## config.mk

```make
export PLATFORM = sky130hd
export DESIGN_NAME = sqm_envelope_gen
export DESIGN_NICKNAME = d
export VERILOG_FILES = /design/src/rtl/sqm_pkg.sv /design/src/rtl/sqm_env_timebase.sv /design/src/rtl/sqm_envelope_gen.sv
export SDC_FILE = /design/constraint.sdc
export NUM_CORES = 1
export LEC_CHECK = 0
export BUFFER_PORTS_ARGS = -buffer_cell sky130_fd_sc_hd__buf_4
export CORE_MARGIN = 5
export CORE_UTILIZATION = 35
export CTS_BUF_LIST = sky130_fd_sc_hd__clkbuf_8
export CTS_CLUSTER_SIZE = 12
export DETAILED_ROUTE_END_ITERATION = 7
export REMOVE_ABC_BUFFERS = 1
export SKIP_LAST_GASP = 1
export SLEW_MARGIN = 30
export SYNTH_ARGS = -nofsm -noshare
export SYNTH_HDL_FRONTEND = slang
export SYNTH_SLANG_ARGS = --single-unit
```

## constraint.sdc

```tcl
create_clock -name clk -period 4.9 [get_ports clk]
set_clock_uncertainty 0.15 [all_clocks]
set_input_delay 0 -clock clk [delete_from_list [all_inputs] [get_ports clk]]
set_output_delay 0 -clock clk [all_outputs]
set_load 0.02 [all_outputs]
```

## src/rtl/sqm_pkg.sv

```systemverilog
// Shared definitions for the SQmusic envelope generator: shape bit
// positions, envelope FSM state encoding and the amplitude-code helper.
package sqm_pkg;

  // Bit positions inside the 4-bit shape word {CONT,ATT,ALT,HOLD}
  localparam int SH_HOLD = 0;
  localparam int SH_ALT  = 1;
  localparam int SH_ATT  = 2;
  localparam int SH_CONT = 3;

  // Highest amplitude code, also the last step of a 16-step envelope cycle
  localparam logic [3:0] ENV_MAX = 4'hF;

  // Envelope FSM: counting through a cycle, or frozen on a held code
  typedef enum logic [0:0] {
    ST_RUN  = 1'b0,
    ST_HOLD = 1'b1
  } env_state_e;

  // Amplitude code from the step counter; inv mirrors a ramp into a decay
  function automatic logic [3:0] env_code(input logic [3:0] cnt, input logic inv);
    return cnt ^ {4{inv}};
  endfunction

endpackage

```

## src/rtl/sqm_env_timebase.sv

```systemverilog
// Envelope timebase: divides chip-rate enables by PRESCALE, then by the
// live period value, and emits a one-clk registered step pulse per period.
module sqm_env_timebase #(
  parameter int PRESCALE = 16,
  parameter int PW       = 16
) (
  input  logic          clk,
  input  logic          reset_n,
  input  logic          clk_en_i,
  input  logic          restart_i,
  input  logic [PW-1:0] period_i,
  output logic          step_o
);

  localparam int              PRE_W    = (PRESCALE > 1) ? $clog2(PRESCALE) : 1;
  localparam logic [PRE_W-1:0] PRE_LAST = PRE_W'(PRESCALE - 1);

  logic [PRE_W-1:0] pre_q, pre_d;
  logic [PW-1:0]    per_q, per_d;
  logic [PW-1:0]    per_lim_s;
  logic             step_q, step_d;

  // Next-state of prescaler/period counter; a restart discards any pending count
  always_comb begin
    pre_d  = pre_q;
    per_d  = per_q;
    step_d = 1'b0;
    // period 0 acts as period 1; >= compare so a lowered period fires promptly
    if (period_i == {PW{1'b0}}) begin
      per_lim_s = {PW{1'b0}};
    end else begin
      per_lim_s = period_i - PW'(1);
    end
    if (restart_i) begin
      pre_d = {PRE_W{1'b0}};
      per_d = {PW{1'b0}};
    end else if (clk_en_i) begin
      if (pre_q == PRE_LAST) begin
        pre_d = {PRE_W{1'b0}};
        if (per_q >= per_lim_s) begin
          per_d  = {PW{1'b0}};
          step_d = 1'b1;
        end else begin
          per_d = per_q + PW'(1);
        end
      end else begin
        pre_d = pre_q + PRE_W'(1);
      end
    end else begin
      pre_d = pre_q;
      per_d = per_q;
    end
  end

  // Timebase registers; step is registered so it is a clean one-clk pulse
  always_ff @(posedge clk or negedge reset_n) begin
    if (!reset_n) begin
      pre_q  <= {PRE_W{1'b0}};
      per_q  <= {PW{1'b0}};
      step_q <= 1'b0;
    end else begin
      pre_q  <= pre_d;
      per_q  <= per_d;
      step_q <= step_d;
    end
  end

  assign step_o = step_q;

endmodule

```

## src/rtl/sqm_envelope_gen.sv

```systemverilog
// AY-3-8910-compatible envelope generator: 16-step amplitude ramp shaped by
// CONT/ATT/ALT/HOLD, advanced by the timebase step pulse.
module sqm_envelope_gen
  import sqm_pkg::*;
#(
  parameter int PRESCALE = 16,
  parameter int PW       = 16
) (
  input  logic          clk,
  input  logic          reset_n,
  input  logic          clk_en,
  input  logic [PW-1:0] period,
  input  logic [3:0]    shape,
  input  logic          shape_wr,
  output logic [3:0]    env,
  output logic          holding
);

  logic       step_s;
  logic [3:0] shape_q;
  logic [3:0] cnt_q;
  logic       inv_q;
  env_state_e state_q;
  logic [3:0] env_q;
  logic       holding_q;

  sqm_env_timebase #(
    .PRESCALE (PRESCALE),
    .PW       (PW)
  ) u_timebase (
    .clk       (clk),
    .reset_n   (reset_n),
    .clk_en_i  (clk_en),
    .restart_i (shape_wr),
    .period_i  (period),
    .step_o    (step_s)
  );

  // RUN/HOLD envelope FSM with registered amplitude and holding flag
  always_ff @(posedge clk or negedge reset_n) begin
    if (!reset_n) begin
      shape_q   <= 4'h0;
      cnt_q     <= 4'h0;
      inv_q     <= 1'b0;
      state_q   <= ST_HOLD;
      env_q     <= 4'h0;
      holding_q <= 1'b1;
    end else if (shape_wr) begin
      // shape write restarts the envelope and wins over a coincident step
      shape_q   <= shape;
      cnt_q     <= 4'h0;
      inv_q     <= ~shape[SH_ATT];
      state_q   <= ST_RUN;
      env_q     <= env_code(4'h0, ~shape[SH_ATT]);
      holding_q <= 1'b0;
    end else begin
      case (state_q)
        ST_RUN: begin
          if (step_s) begin
            if (cnt_q != ENV_MAX) begin
              cnt_q <= cnt_q + 4'd1;
              env_q <= env_code(cnt_q + 4'd1, inv_q);
            end else if (!shape_q[SH_CONT]) begin
              // single-shot shapes always settle silent
              state_q   <= ST_HOLD;
              env_q     <= 4'h0;
              holding_q <= 1'b1;
            end else if (shape_q[SH_HOLD]) begin
              // hold the last code, optionally flipped by ALT
              state_q   <= ST_HOLD;
              env_q     <= env_q ^ {4{shape_q[SH_ALT]}};
              holding_q <= 1'b1;
            end else begin
              // continuous: wrap, ALT turns a sawtooth into a triangle
              cnt_q <= 4'h0;
              inv_q <= inv_q ^ shape_q[SH_ALT];
              env_q <= env_code(4'h0, inv_q ^ shape_q[SH_ALT]);
            end
          end
        end
        ST_HOLD: begin
          state_q <= ST_HOLD;
        end
        default: begin
          state_q   <= ST_HOLD;
          env_q     <= 4'h0;
          holding_q <= 1'b1;
        end
      endcase
    end
  end

  assign env     = env_q;
  assign holding = holding_q;

endmodule

```

==> results.txt <==
Broken down by cell family, the worst path's largest delay share belongs to simple AND/OR/NAND/NOR gates. For the pin with the worst max-slew slack, the measured transition is approximately 740 ps. The number of max-slew violations in the final report is 0. The final global-route overflow total is 0. The delay of the slowest critical-path stage came out at 660 ps.

The clock tree from TritonCTS is yes. The full die area came out at 9400 um^2. The maximum clock insertion buffer count came out at 2. In this run the core area contains 31 standard-cell rows. In this run the critical register-to-register path is launched from u_timebase.per_q[12]. The final number of hold-violating endpoints came to 0. The count of flip-flops with a built-in enable after synthesis came out at 0. The number of antenna-violating nets in the routed design is 0. The first detailed-routing pass took 4 iterations. The post-cts sizing count came out at 0. The part of the Yosys area used for sequential elements is 33.2%. The async set or reset register ratio after synthesis is 100%.

The commonest cells after synthesis are 41 x nand2_1, 33 x dfrtp_1, 32 x nor2_1, 22 x xor2_1, 21 x ha_1. The type of the worst min-delay path is input port to asynchronous set/reset pin. After clock tree synthesis, the flow added hold-fix buffers numbering 9. The largest total area in the synthesized netlist belongs to dfrtp_1.

In this run the tool buffered the top-level ports with 28 buffer cells. In this run the static leakage power is around 1.4 nW. The via count of the routed design came out at around 2200. The post-synthesis cell area came out at between 2000 and 3000 um^2.

The upper clock frequency limit came out at around 0.35 GHz. The worst-case IR drop observed on VDD is 0.0817 mV. Once the floorplan was initialized, standard cells occupied 36.3% of the core. The distinct cell type count after synthesis is 52. The antenna diode count is 0. The headroom to the max-slew limit came out at 50.8%. Counting buffers and inverters, the worst setup path is 12 cells deep. The ratio of cells with drive above 1 in the final layout came out at 15.0%. For this design the ratio of total power to cell area is 196 nW/um^2. In this run the critical register-to-register path is captured at u_timebase.per_q[12]. The total global routing track utilization came out at 12.3%. After detailed routing, the number of remaining DRC violations is 0.

The number of antenna violations at the first check in global routing came out at 0. The core area is between 7000 and 8000 um^2. The initial DRC count came out at 82.

Across all register-to-register paths, the minimum setup slack is ~2500 ps. The number of maximum-capacitance constraint violations came out at 0. The average size of a mapped cell is a little under 9 um^2. The largest net degree at the start of global routing came out at 36. The endpoint type of the worst setup path is a flop. The detailed-route wire length per cell is 12.8 um. The die span in x is around 97 um. The number of clock buffers inserted by TritonCTS came out at 5. The synthesized instance count is 299. The mean number of vias per cell is 5.01. The boundary pin count came out at 29. Tracing the worst setup path back leads to its startpoint at period[5]. STA puts the critical path data arrival time at roughly 2900 ps.

The via count of the first global-routing pass came out at 2187. The congestion estimate from routability-driven global placement came to between 0.8 and 0.9. Setup repair after global routing left no endpoint under its margin. The maximum fanout count along the critical path came out at 14. The count of H-tree levels built during CTS came out at 2. The most common cell in the synthesized netlist is nand2_1.

The slowest stage of the critical path is the a31oi_2 cell. After clock tree synthesis, the clock-pin slew on the worst setup and hold paths is 70 ps. The critical path class is input port to flop. The clock sink count is 35. The critical path ends at u_timebase.per_q[12].

The data required time at the worst endpoint came out at 4890 ps. The number of inserted filler cells in the final layout is 731. Sorting the synthesized cells by area gives the leading types as dfrtp_1 31%, ha_1 9.9%, xor2_1 7.3%. The CTS root buffer is clkbuf_8. The global routing usage on met3 is between 2 and 3%. The half-perimeter wire length after placement is 4.28 mm. For this run, global-route usage on met2 was measured as ~21%. The growth of design area from synthesis to finish is 17.2%. At the end of the flow, the number of nets in the layout was 378. After detailed routing, the total wire length is 5.55 mm. The portion of synthesized cell area occupied by the leading cell type is a little under a third. The total number of yosys warnings came out at 0. The number of cell instances on the worst register-to-register path is 6. The clock reaches the later pin of the worst-skew pair after 280 ps.

The global-route wire length before repair is 9.85 mm. The final critical-path share of the clock period came out at about three fifths. The setup TNS after final layout came out at 0 ps. Traced cell by cell, the critical path runs through buf_4 -> nor4_4 -> nand2_1 -> or3_1 -> nor3_1 -> a21oi_1 -> ha_1 -> nand4_2 -> nor3_2 -> nand3b_1 -> a31oi_2 -> nor2_1. The sum of buffers and inverters on the critical path came out at 1.

The count of endpoints failing setup in the final report is 0. The end-of-flow core utilization is between 40% and 50%. Among all flip-flop cells after synthesis, the most frequent one is dfrtp_1. The smallest clock period supported by the final layout is computed as 2890 ps. STA classifies the critical path startpoint as an input port. The die is ~97 um tall. The post-synthesis register bit count came out at 35. The most heavily used metal layer in global routing is met2. After clock tree synthesis, the setup repair step added 0 buffers. The flow ran to the end, and the final reports show no timing, DRC or antenna violations.

In the global route stage, met1 resource usage came out at 15.9%.
-- cell families after synthesis --
logic type | after synthesis | synth area share (%)
adder cells (fa/ha/maj) | 21 | 9.93
XOR/XNOR | 37 | 12.2
AND/OR/NAND/NOR | 134 | 26.8
multiplexers | 7 | 2.74
buffers and inverters | 16 | 2.79
flip-flops | 35 | 33.2
AO/OA/AOI/OAI | 49 | 12.3
-- power by group --
group          internal, mW  switching [mW]
clock                0.0955          0.0994
combinational        0.0514          0.0532
sequential            0.297          0.0124
total                 0.444           0.165
-- layer usage --
layer	up-vias	share of wire [%]
met5	-	0
met2	22	47
li1	1122	-
met3	7	2.3
met4	0	0.99
met1	1020	50
-- worst reg2reg max path, cell delays in order, from the launching register on --
cell and delay (ps):
dfrtp_1 430, ha_1 310, nand4_2 140, nor3_2 250, nand3b_1 170, a31oi_2 660, nor2_1 120
-- cells in the final DEF (no fill, tap or decap), types with 3 or more instances in the layout --
cell / instances
a21oi_1: 19
a31oi_1: 4
and3_1: 4
buf_4: 28
clkbuf_8: 5
dfrtp_1: 33
dlygate4sd3_1: 9
ha_1: 21
inv_1: 8
mux2i_1: 5
nand2_1: 41
nand2b_1: 5
nand3_1: 10
nand4_1: 6
nor2_1: 32
nor2_2: 3
nor3_1: 11
o21ai_0: 10
or3_1: 5
xnor2_1: 15
xor2_1: 22
-- through the flow --
| step | cell area, um^2 | cells | hold WS, ps | worst slack [ps] | total power [mW] |
|---|---|---|---|---|---|
| finish | 3100 | 433 | 63.6 | 2010 | 0.609 |
| CTS | 3100 | 433 | 58.9 | 2000 | 0.623 |
| floorplan | 2590 | 289 | -446 | 2250 | 0.367 |
| detailed placement | 2930 | 416 | -161 | 1690 | 0.415 |
| global placement | 2930 | 416 | -170 | 1800 | 0.414 |
| global route | 3100 | 433 | 120 | 1720 | 0.645 |
-- how the worst min path moves through the flow --
stage                  from  endpoint  cells after the start  slack (ps)
floorplan           reset_n  cnt_q[0]                      0        -450
global placement    reset_n  cnt_q[3]                      1        -170
detailed placement  reset_n  cnt_q[2]                      1        -160
CTS                 reset_n  cnt_q[2]                      2          60
global route        reset_n  cnt_q[2]                      2         120
finish              reset_n  cnt_q[2]                      2          60
-- state kept, by name, indices dropped and copies added (netlist names) --
signal and count:
state_q 1, u_timebase.pre_q 4, u_timebase.step_o 1, shape_q 3
cnt_q 4, holding 1, inv_q 1, env 4
u_timebase.per_q 16
-- area by class of cell --
class / instances / area (um^2) / area share [%]
Multi-Input combinational cell: 248 / 1690 / 54.6
Sequential cell: 35 / 878 / 28.3
Timing Repair Buffer: 37 / 300 / 9.69
Tap cell: 99 / 124 / 4.00
Clock buffer: 5 / 68.8 / 2.22
Inverter: 6 / 22.5 / 0.726
Clock inverter: 3 / 12.5 / 0.404
(Power assumes the default switching activity.)
